$ cat src/rtl/eth_tx_arb_pkg.sv
// Shared types for the Ethernet TX arbiter, plus the eth_top stream structs it defaults to.
// Optional frame statistics are enabled with ETH_TX_ARB_STATS_EN.
package eth_top_pkg;
    typedef struct packed {
        logic [63:0] tdata;
        logic [7:0]  tkeep;
        logic        tlast;
        logic        tvalid;
    } s_req_t;

    typedef struct packed {
        logic tready;
    } s_rsp_t;
endpackage

package eth_tx_arb_pkg;
    typedef enum logic [1:0] {
        IDLE,
        LOCK,
        GAP
    } arb_state_e;

    localparam int FrameCntWidth = 16;
    localparam int GapCntWidth   = 8;
endpackage

$ cat src/rtl/eth_tx_arb_rr_sel.sv
// Combinational round-robin picker: the first valid index at or after rr_ptr, wrapping.
module eth_tx_arb_rr_sel #(
    parameter int NumReq   = 2,
    parameter int PtrWidth = $clog2(NumReq)
) (
    input  logic [NumReq-1:0]   valid,
    input  logic [PtrWidth-1:0] rr_ptr,
    output logic [PtrWidth-1:0] sel,
    output logic                any_valid
);
    int idx;

    // Walk offsets from far to near so the nearest valid index is written last.
    always_comb begin
        sel       = '0;
        any_valid = 1'b0;
        idx       = 0;
        for (int off = NumReq - 1; off >= 0; off--) begin
            idx = (int'(rr_ptr) + off) % NumReq;
            if (valid[PtrWidth'(idx)]) begin
                sel       = PtrWidth'(idx);
                any_valid = 1'b1;
            end
        end
    end
endmodule

$ cat src/rtl/eth_tx_arbiter.sv
// Frame-granular round-robin arbiter in front of the eth_top TX stream, with a programmable
// inter-frame gap. Per-requester frame counters are built only with ETH_TX_ARB_STATS_EN.
//   state | meaning
//   IDLE  | no owner; arbitrate among valid requesters
//   LOCK  | sel owns req_o until its tlast handshake
//   GAP   | forced idle cycles after a frame
module eth_tx_arbiter
    import eth_tx_arb_pkg::*;
#(
    parameter int  NumReq           = 2,
    parameter type axi_stream_req_t = eth_top_pkg::s_req_t,
    parameter type axi_stream_rsp_t = eth_top_pkg::s_rsp_t,
    parameter int  IfgCycles        = 2
) (
    input  logic                                 clk_i,
    input  logic                                 rst_ni,
    input  axi_stream_req_t [NumReq-1:0]         req_i,
    output axi_stream_rsp_t [NumReq-1:0]         rsp_o,
    output axi_stream_req_t                      req_o,
    input  axi_stream_rsp_t                      rsp_i,
    output logic [NumReq-1:0]                    grant_o,
    output logic                                 busy_o,
    output logic [NumReq-1:0][FrameCntWidth-1:0] frame_cnt_o,
    input  logic                                 cnt_clr_i
);
    localparam int PtrWidth = $clog2(NumReq);

    arb_state_e             state;
    logic [PtrWidth-1:0]    sel;
    logic [PtrWidth-1:0]    rr_ptr;
    logic [PtrWidth-1:0]    pick;
    logic [PtrWidth-1:0]    next_ptr;
    logic [NumReq-1:0]      pick_onehot;
    logic [NumReq-1:0]      req_valid;
    logic                   any_valid;
    logic [GapCntWidth-1:0] gap_cnt;
    logic                   frame_done;

    always_comb begin
        req_valid = '0;
        for (int i = 0; i < NumReq; i++) begin
            req_valid[i] = req_i[i].tvalid;
        end
    end

    eth_tx_arb_rr_sel #(
        .NumReq   (NumReq),
        .PtrWidth (PtrWidth)
    ) u_rr_sel (
        .valid     (req_valid),
        .rr_ptr    (rr_ptr),
        .sel       (pick),
        .any_valid (any_valid)
    );

    always_comb begin
        pick_onehot       = '0;
        pick_onehot[pick] = 1'b1;
        next_ptr = (pick == PtrWidth'(NumReq - 1)) ? '0 : pick + 1'b1;
    end

    // Pass-through is purely combinational so a locked frame streams at one beat per cycle.
    always_comb begin
        req_o = '0;
        rsp_o = '0;
        if (state == LOCK) begin
            req_o      = req_i[sel];
            rsp_o[sel] = rsp_i;
        end
    end

    assign frame_done = (state == LOCK) && req_o.tvalid && rsp_i.tready && req_o.tlast;

    always_ff @(posedge clk_i or negedge rst_ni) begin
        if (!rst_ni) begin
            state   <= IDLE;
            sel     <= '0;
            rr_ptr  <= '0;
            grant_o <= '0;
            busy_o  <= 1'b0;
            gap_cnt <= '0;
        end else begin
            case (state)
                IDLE: begin
                    if (any_valid) begin
                        sel     <= pick;
                        grant_o <= pick_onehot;
                        rr_ptr  <= next_ptr;
                        busy_o  <= 1'b1;
                        state   <= LOCK;
                    end
                end
                LOCK: begin
                    if (frame_done) begin
                        grant_o <= '0;
                        if (IfgCycles > 0) begin
                            gap_cnt <= GapCntWidth'(IfgCycles - 1);
                            state   <= GAP;
                        end else begin
                            busy_o <= 1'b0;
                            state  <= IDLE;
                        end
                    end
                end
                GAP: begin
                    if (gap_cnt == '0) begin
                        busy_o <= 1'b0;
                        state  <= IDLE;
                    end else begin
                        gap_cnt <= gap_cnt - 1'b1;
                    end
                end
                default: state <= IDLE;
            endcase
        end
    end

`ifdef ETH_TX_ARB_STATS_EN
    logic [NumReq-1:0][FrameCntWidth-1:0] frame_cnt_q;

    // A clear takes priority over a frame completing in the same cycle.
    always_ff @(posedge clk_i or negedge rst_ni) begin
        if (!rst_ni) begin
            frame_cnt_q <= '0;
        end else if (cnt_clr_i) begin
            frame_cnt_q <= '0;
        end else if (frame_done) begin
            frame_cnt_q[sel] <= frame_cnt_q[sel] + 1'b1;
        end
    end

    assign frame_cnt_o = frame_cnt_q;
`else
    logic unused_cnt_clr;

    assign unused_cnt_clr = cnt_clr_i;
    assign frame_cnt_o    = '0;
`endif
endmodule
$ cat config.mk
export PLATFORM = sky130hd
export DESIGN_NAME = eth_tx_arbiter
export DESIGN_NICKNAME = d
export VERILOG_FILES = /design/src/rtl/eth_tx_arb_pkg.sv /design/src/rtl/eth_tx_arb_rr_sel.sv /design/src/rtl/eth_tx_arbiter.sv
export SDC_FILE = /design/constraint.sdc
export NUM_CORES = 1
export LEC_CHECK = 0
export ABC_CLOCK_PERIOD_IN_PS = 4400
export BUFFER_PORTS_ARGS = -buffer_cell sky130_fd_sc_hd__buf_2
export CELL_PAD_IN_SITES_DETAIL_PLACEMENT = 0
export CELL_PAD_IN_SITES_GLOBAL_PLACEMENT = 1
export CORE_AREA = 2 2 102 104
export DETAILED_ROUTE_END_ITERATION = 10
export DIE_AREA = 0 0 104 106
export PLACE_DENSITY = 0.89
export SYNTH_ARGS = -nofsm -noshare
export SYNTH_HDL_FRONTEND = slang
export SYNTH_SLANG_ARGS = --single-unit
$ cat constraint.sdc
create_clock -name clk_i -period 4.4 [get_ports clk_i]
set_input_delay 0.22 -clock clk_i [delete_from_list [all_inputs] [get_ports clk_i]]
set_output_delay 0.22 -clock clk_i [all_outputs]
set_load 0.05 [all_outputs]
Yosys cells after proc, flatten, opt, wreduce, memory -nomap -nowiden
Cells that the tools add are included.
- register bits after elaboration: 15
- input bits: 152
- output and inout port bits: 111
- logic and storage cells: 67
- add/sub/neg operators: 3
- magnitude comparators: 6
- eq/ne operators: 6
- mux-type cells: 30
- bitwise gates (word level): 1
- reduce and logical (&&, ||, !) cells: 15
- operators with widths (cell ; number):
    2-to-1 mux 74 bit ; 3
    2-to-1 mux 8 bit ; 2
    case mux 8 bit (2 select lines) ; 1
    2-to-1 mux 1 bit ; 13
    2-to-1 mux 2 bit ; 6
    AND reduction 3 bit ; 4
    zero test 8 bit ; 1
    inequality test 2 bit (second input constant) ; 4
    subtractor 8 x 1 -> 8 bit (second input constant) ; 1
    < comparator 1 x 3 -> 1 bit (second input constant) ; 2
    case mux 2 bit (3 select lines) ; 1
    nonzero test 2 bit ; 3
    logical AND 1 bit ; 5
    < comparator 1 x 2 -> 1 bit (second input constant) ; 2
    case mux 2 bit (2 select lines) ; 1
    adder 1 bit (second input constant) ; 2
    bitwise AND 2 bit ; 1
    demux 1 bit (select 1 bit) ; 2
    equality test 2 x 1 -> 1 bit (second input constant) ; 1
    equality test 2 bit (second input constant) ; 1
    greater-or-equal comparator 1 bit (second input constant) ; 2
    zero test 2 bit ; 1
    case mux 1 bit (2 select lines) ; 1
    AND reduction 2 bit ; 1

Depth between registers and ports, before layout
Gate-level depths: netlist (run 1).
- depth after elaboration: 12
- depth in mapped cells: 6
- gate-level depth less buffers: 6

Modules after synthesis
A second synthesis (run 1) with hierarchy kept.
- cell total of the unflattened synthesis: 275
- area, all modules: 2133.3 µm²
- by module, submodules not included (module ; times used ; cells each ; area an instance (µm²) ; sequential area each (µm²)):
    eth_tx_arbiter ; 1 ; 273 ; 2119.5 ; 375.4
    eth_tx_arb_rr_sel ; 1 ; 2 ; 13.8 ; 0.0

Worst setup path before layout (run 1)
OpenSTA, ideal clock, no wires.
- kind: flip-flop to output port
- start point: reg sel
- end point: out rsp_o[1] (netlist name)
- arrival time: 2.132 ns
- required time: 4.180 ns
- slack: 2.048 ns
- cell stages (with the launch flop): 6
- path buffers: 3
- path through: dfrtp_1 -> clkbuf_1 -> buf_2 -> buf_2 -> inv_1 -> nor3_1
- RTL lines (element ; line ; text):
    from (decl) ; eth_tx_arbiter.sv:29 ; logic [PtrWidth-1:0] sel;
    from (signal assigned) ; eth_tx_arbiter.sv:86 ; sel <= pick;
    to (decl) ; eth_tx_arbiter.sv:18 ; output axi_stream_rsp_t [NumReq-1:0] rsp_o,

==> results of run 1 <==
how the worst max path moves through the flow:
stage | slack [ns] | depth (start not counted) | start | to
global placement | 2.12 | 4 | sel | req_o[73]
detailed placement | 2.07 | 4 | sel | req_o[59]
global route | 1.69 | 4 | sel | req_o[55]
finish | 1.83 | 4 | sel | req_o[59]
floorplan | 2.05 | 5 | sel | rsp_o[1]
CTS | 1.79 | 4 | sel | req_o[73]
synthesized netlist by cell type (all sizes together):
| master | number | area share |
|---|---|---|
| nand2b | 3 | 0.012 |
| a21oi | 4 | 0.0094 |
| o31ai | 1 | 0.0035 |
| a211o | 3 | 0.012 |
| inv | 5 | 0.0088 |
| or3 | 3 | 0.0088 |
| nor2b | 2 | 0.0059 |
| and3 | 2 | 0.0059 |
| conb | 1 | 0.0018 |
| nor2 | 79 | 0.14 |
| a21o | 3 | 0.011 |
| buf | 46 | 0.15 |
| nand3 | 1 | 0.0023 |
| nor4 | 4 | 0.022 |
| a22oi | 1 | 0.0035 |
| o21ai | 5 | 0.012 |
| o2bb2ai | 2 | 0.0082 |
| xnor2 | 1 | 0.0041 |
| dfrtp | 15 | 0.18 |
| nor3 | 5 | 0.012 |
| nor3b | 3 | 0.011 |
| nand2 | 7 | 0.012 |
| mux2i | 74 | 0.35 |
| clkbuf | 5 | 0.0088 |
| ha | 2 | 0.012 |
| a22o | 1 | 0.0041 |
power by group:
group / switching (W) / total [W] / internal, W
registers: 0.000141 / 0.000336 / 0.000195
clock network: 0.0000502 / 0.000113 / 0.0000627
logic: 0.00184 / 0.00245 / 0.000615
flip-flops by register name, summed over array words and instances (netlist names):
signal / cells
busy_o: 1
gap_cnt: 8
grant_o: 2
rr_ptr: 1
sel: 1
state: 2
area by class of cell:
| cell class | instances | area (um^2) | share of cell area |
|---|---|---|---|
| Multi-Input combinational cell | 238 | 1520 | 0.462 |
| Timing Repair Buffer | 231 | 1160 | 0.352 |
| Sequential cell | 15 | 379 | 0.115 |
| Tap cell | 136 | 170 | 0.0515 |
| Clock buffer | 3 | 41.3 | 0.0125 |
| Inverter | 5 | 18.8 | 0.00568 |
| Clock inverter | 1 | 5.00 | 0.00152 |
cells in the final DEF, fill, tap and decap left out:
| cell | instances |
|---|---|
| sky130_fd_sc_hd__inv_1 | 5 |
| sky130_fd_sc_hd__a22oi_1 | 1 |
| sky130_fd_sc_hd__nand2_1 | 7 |
| sky130_fd_sc_hd__clkbuf_8 | 3 |
| sky130_fd_sc_hd__o21ai_0 | 5 |
| sky130_fd_sc_hd__dlygate4sd3_1 | 1 |
| sky130_fd_sc_hd__xnor2_1 | 1 |
| sky130_fd_sc_hd__nor3_1 | 5 |
| sky130_fd_sc_hd__mux2i_1 | 74 |
| sky130_fd_sc_hd__nor2b_1 | 2 |
| sky130_fd_sc_hd__a22o_1 | 1 |
| sky130_fd_sc_hd__nand3_1 | 1 |
| sky130_fd_sc_hd__nor2_2 | 1 |
| sky130_fd_sc_hd__nor4_2 | 1 |
| sky130_fd_sc_hd__or3_1 | 3 |
| sky130_fd_sc_hd__a21o_1 | 3 |
| sky130_fd_sc_hd__and3_1 | 2 |
| sky130_fd_sc_hd__buf_4 | 1 |
| sky130_fd_sc_hd__conb_1 | 32 |
| sky130_fd_sc_hd__nand2b_1 | 2 |
| sky130_fd_sc_hd__buf_2 | 229 |
| sky130_fd_sc_hd__nor2_1 | 78 |
| sky130_fd_sc_hd__o2bb2ai_1 | 2 |
| sky130_fd_sc_hd__nand2b_4 | 1 |
| sky130_fd_sc_hd__nor3b_1 | 3 |
| sky130_fd_sc_hd__nor4_4 | 1 |
| sky130_fd_sc_hd__dfrtp_1 | 14 |
| sky130_fd_sc_hd__ha_1 | 2 |
| sky130_fd_sc_hd__nor4_1 | 2 |
| sky130_fd_sc_hd__clkinv_2 | 1 |
| sky130_fd_sc_hd__a211o_1 | 3 |
| sky130_fd_sc_hd__o31ai_1 | 1 |
| sky130_fd_sc_hd__a21oi_1 | 4 |
| sky130_fd_sc_hd__dfrtp_4 | 1 |
cell families after synthesis:
family | after synthesis | synth area share
xor+xnor | 1 | 0.00410
mux | 74 | 0.346
buf+inv | 56 | 0.166
compound gates | 20 | 0.0632
other cells | 1 | 0.00175
simple gates | 109 | 0.231
fa+ha+maj | 2 | 0.0117
flops | 15 | 0.176
repair_timing:
item | CTS | global route
hold endpoints to repair | 15 | 0
hold buffers | 1 | 0
setup endpoints to repair | 0 | 0
buffers inserted | 0 | 0
through the flow:
step	area (um^2)	total power (W)	utilization	setup WS [ns]	hold slack (ns)
2_1_floorplan	2250	0.00233	-	2.05	-0.0756
3_3_place_gp	3250	0.00279	0.325	2.12	0.139
3_5_place_dp	3250	0.00281	0.325	2.07	0.142
4_1_cts	3300	0.00293	0.330	1.79	0.256
5_1_grt	3300	0.00306	0.330	1.69	0.251
6_report	3300	0.00290	0.330	1.83	0.261
worst reg2reg max path, delay by kind of cell, from the launching register on:
kind / cells / cell delay (ns)
AND/OR/NAND/NOR: 3 / 1.39
flip-flops: 1 / 0.47
AO/OA/AOI/OAI: 1 / 0.32
layer usage:
metal | global-route usage | part of all wire | routed length (um)
met1 | 0.145 | 0.40 | 3040
met2 | 0.218 | 0.49 | 3710
met3 | 0.0405 | 0.10 | 791
met4 | 0.0193 | 0.0025 | 19
met5 | 0 | 0 | 0
==> qor.yml, run 1 <==
run_status: "completed"
die_area_um2: 11000
layout-drive-gt1-share: 0.485
category_of_cells_accounting_for_the_largest_share_of_critical_path_delay: "flip-flops"
cp.buffers_inverters: 2
postSynthRegisterBits: 15
timing.setup.tns_ns: 0
period_minus_slack_ns: 2.57
finClkSkew_ns: 0.00246
numClockSinks: 15
clk_transition_reported_paths_ns: 0.06
grt_usage: 0.122
vias_per_cell: 4.15
final_min_period_over_clock_period: 0.584
ioPinCount: 263
fmax_mhz: 389
critical_path.slowest_cell: "sky130_fd_sc_hd__dfrtp_4"
worstPathRequired_ns: 4.18
overflow: 0
power.ir.vdd_worst_mv: 0.367
timing_max_transition_violations_final: 0
power_per_cell_area_nw_per_um2: 878
ctsRootBufferMaster: "sky130_fd_sc_hd__clkbuf_8"
worstHoldPathCells: 3
fp.dieW_um: 104
hold_path_startpoint: "req_i[0]"
hpwlAfterDp_mm: 6.22
drtIter0Drc: 119
cts_repair_resize_count: 0
syn-mean-instance-area_um2: 7.69
ys.warnings.count: 0
fp.dieH_um: 106
holdPathEnd: "state[0]"
path_cells: "buf_4, mux2i_1, nor2_1, buf_2"
num_vias: 2608
grt_pass1_vias: 2349
final-instance-count-excl-fill: 629
area_delta_synth_final_pct: 54.4
numPortBuffers: 229
critical_path_peak_fanout: 41
tightestPinTransition_ns: 0.822
num-fill-cells: 1091
worstSkewPairLatency_ns: 0.25
mapped_cells: 278
wirelength_mm: 7.57
post_synth_num_cell_types: 33
std_cell_rows: 37
post-route-drc-count: 0
clock_tree.htree_level_count: 1
core_area_um2: 10000
max-slew-margin-rel: 0.452
antenna_found_initial: 0
clock_path_buffers: 2
detail_route_antenna_nets: 0
netlist_area_um2: 2140
power.leakage_nw: 1.95
cts_tree: "built"
timing.final.hold_violations: 0
number_of_buffers_added_by_the_clock_tree_synthesis_step: 3
r2r-start: "state[1]"
ys_seq_area_frac: 0.176
setup.worst_path.end_class: "output port"
rsz_0062_raised_after_global_routing: "no"
place_congestion: 0.750
wl_per_cell_um: 12.0
initial_utilization: 0.214
diodes: 0
r2r_end: "gap_cnt[2]"
detailedRoute.firstPassIterationCount: 4
setup.reg_to_reg.worst_slack_ns: 2.12
worst-r2r-cell-count: 4
cp_data_arrival_time_ns: 2.35
first_pass_grt_wire_length_mm: 11.3
critPathMaxStageDelay_ns: 0.86
finalSetupViolCount: 0
path_class: "flop to output port"
timing.critical_path.from_type: "flop"
worstHoldPathType: "input pin to flop"
dp_cells: 624
num-nets-final: 648
grt_max_degree: 78
timing.max_cap.violations: 0
(Power assumes the default switching activity.)
==> run 2: changes to the inputs <==
--- a/config.mk
+++ b/config.mk
@@ -5,14 +5,13 @@
 export SDC_FILE = /design/constraint.sdc
 export NUM_CORES = 1
 export LEC_CHECK = 0
-export ABC_CLOCK_PERIOD_IN_PS = 4400
+export ABC_CLOCK_PERIOD_IN_PS = 2200
 export BUFFER_PORTS_ARGS = -buffer_cell sky130_fd_sc_hd__buf_2
 export CELL_PAD_IN_SITES_DETAIL_PLACEMENT = 0
 export CELL_PAD_IN_SITES_GLOBAL_PLACEMENT = 1
-export CORE_AREA = 2 2 102 104
+export CORE_UTILIZATION = 18
 export DETAILED_ROUTE_END_ITERATION = 10
-export DIE_AREA = 0 0 104 106
-export PLACE_DENSITY = 0.89
+export PLACE_DENSITY = 0.8
 export SYNTH_ARGS = -nofsm -noshare
 export SYNTH_HDL_FRONTEND = slang
 export SYNTH_SLANG_ARGS = --single-unit
==> constraint.sdc (replaced) <==
create_clock -name clk_i -period 2.2 [get_ports clk_i]
set_input_delay 0.11 -clock clk_i [delete_from_list [all_inputs] [get_ports clk_i]]
set_output_delay 0.11 -clock clk_i [all_outputs]
set_load 0.05 [all_outputs]
==> run 2 against run 1 <==
The run now ends with design-rule violations left; first-iteration DRC count decreased by 11%; via count grew 0.50%; largest cell class unchanged; final cell count increased by 1.6%; die area increased by 12%; power rose by 110%; global-route usage shrank 0.74 points; non-clock buffer count is 3 higher.
==> qor.yml, run 2 (synthesis gave the netlist of run 1 again) <==
postCtsSetupRepairBufs: 0  # unchanged
initial_utilization: 0.186  # -0.0282
detail_route_antenna_nets: 0  # unchanged
period_minus_slack_ns: 1.85
timing.final.hold_violations: 0  # unchanged
power_per_cell_area_nw_per_um2: 1760  # +100%
num-nets-final: 651  # +0.46%
timing_max_transition_violations_final: 0  # unchanged
timing.max_cap.violations: 0  # unchanged
fp.dieH_um: 111  # +4.7%
power.ir.vdd_worst_mv: 1.07  # +190%
cp_data_arrival_time_ns: 1.74  # -0.61 ns
path_class: "flop to output port"
worstSkewPairLatency_ns: 0.25  # about the same
r2r-start: "gap_cnt[0]"
wirelength_mm: 7.49  # -0.99%
final-instance-count-excl-fill: 639  # +1.6%
crit_path_start: "state[1]"
core_area_um2: 11500  # +15%
layout_top_registers: "gap_cnt: 8 flops, grant_o: 2 flops, state: 2 flops"
post-route-drc-count: 34  # +34
worstHoldPathType: "input pin to flop"
largest_reg_flops: 8  # unchanged
num-fill-cells: 1251  # +15%
diodes: 0  # unchanged
final_cell_area_um2: 3380  # +2.5%
numClockSinks: 15  # unchanged
run_status: "finished, violations left"
grt_usage: 0.115  # -0.00736
timing.critical_path.from_type: "flop"
hold_path_startpoint: "req_i[0]"
finalSetupViolCount: 0  # unchanged
numPortBuffers: 229  # unchanged
final_min_period_over_clock_period: 0.842
detailedRoute.firstPassIterationCount: 7  # +3
timing.setup.tns_ns: 0  # unchanged
critical_path_peak_fanout: 50  # +22%
violations: "design-rule violations"
clock_path_buffers: 2  # unchanged
wl_per_cell_um: 11.7  # -2.5%
finClkSkew_ns: 0.00194  # -0.000515 ns
num_vias: 2621  # +0.50%
vias_per_cell: 4.10  # -1.1%
clk_transition_reported_paths_ns: 0.05  # about the same
die_area_um2: 12300  # +12%
setup.worst_path.end_class: "output port"
ioPinCount: 263  # unchanged
ctsRootBufferMaster: "sky130_fd_sc_hd__clkbuf_16"
place_congestion: 0.836  # +12%
overflow: 0  # unchanged
grt_max_degree: 51  # -35%
layout-drive-gt1-share: 0.490  # +0.00513
layout.cells.most_common: "sky130_fd_sc_hd__buf_2"
rsz_0062_raised_after_global_routing: "no"
dp_cells: 634  # +1.6%
cts_tree: "built"
grt_pass1_vias: 2420  # +3.0%
power.leakage_nw: 1.98  # +1.8%
placedInstanceArea_um2: 3290  # +1.5%
hpwlAfterDp_mm: 6.34  # +1.9%
worstPathRequired_ns: 2.09  # -2.09 ns
fp.dieW_um: 111  # +6.7%
largest-register: "gap_cnt"
drtIter0Drc: 106  # -11%
fmax_mhz: 540
clock_tree.htree_level_count: 1  # unchanged
antenna_found_initial: 0  # unchanged
area_delta_synth_final_pct: 58.3
mostFrequentLayoutCells: "sky130_fd_sc_hd__buf_2 (229), sky130_fd_sc_hd__nor2_1 (78), sky130_fd_sc_hd__mux2i_1 (74)"
first_pass_grt_wire_length_mm: 11.7  # +3.7%
number_of_buffers_added_by_the_clock_tree_synthesis_step: 3  # unchanged
std_cell_rows: 39  # +5.4%
-- run 2: changes by cell type in the layout (fill, tap and decap cells not counted), sizes merged --
| cell | before | now |
|---|---|---|
| buf | 230 | 233 |
-- run 2: final cells by class --
type | count | area (um^2) | share of cell area
Tap cell | 143 | 179 | 0.0529
Multi-Input combinational cell | 238 | 1530 | 0.452
Inverter | 5 | 18.8 | 0.00555
Clock buffer | 3 | 75.1 | 0.0222
Timing Repair Buffer | 234 | 1200 | 0.354
Sequential cell | 15 | 379 | 0.112
Clock inverter | 1 | 5.00 | 0.00148
-- run 2: layer usage --
layer	up-vias	GRT usage	wire [um]
met5	-	0	0
met4	0	0.0356	127
met3	12	0.0153	503
met2	129	0.198	3680
met1	1167	0.147	3190
li1	1313	-	-
-- run 2: metrics by stage --
step           utilization  power (W)  hold WS [ns]  worst slack [ns]
2_1_floorplan            -    0.00466        -0.186             0.109
3_3_place_gp         0.286    0.00559        0.0309             0.381
3_5_place_dp         0.286    0.00563        0.0375             0.395
4_1_cts              0.294    0.00600         0.151             0.342
5_1_grt              0.294    0.00629         0.160             0.201
6_report             0.294    0.00597         0.153             0.348
-- run 2: path summary, 6_finish.rpt --
check	slack, ns	end	depth (start not counted)
max in group asynchronous	1.61	sel	2
min in group asynchronous	0.31	gap_cnt[2]	2
worst max-delay path	0.35	req_o[2]	4
worst min-delay path	0.15	state[0]	3
worst min register to register	0.51	gap_cnt[7]	1
worst max register to register	0.37	gap_cnt[4]	6
-- run 2: critical path, stage by stage (launching register included) --
cell and delay [ns]:
sky130_fd_sc_hd__dfrtp_1 0.49, sky130_fd_sc_hd__nand2b_4 0.21, sky130_fd_sc_hd__buf_4 0.41, sky130_fd_sc_hd__nor2_1 0.12, sky130_fd_sc_hd__buf_2 0.23
-- run 2: timing repair --
item,4_1_cts,5_1_grt
endpoints found under the hold margin,15,0
hold buffers,1,0
resized for setup,0,0
-- run 2: where the power goes --
part           leakage, nW  switching, W  internal (W)
Sequential           0.189      0.000138      0.000394
Combinational         1.75       0.00380       0.00128
Clock               0.0409      0.000114      0.000243
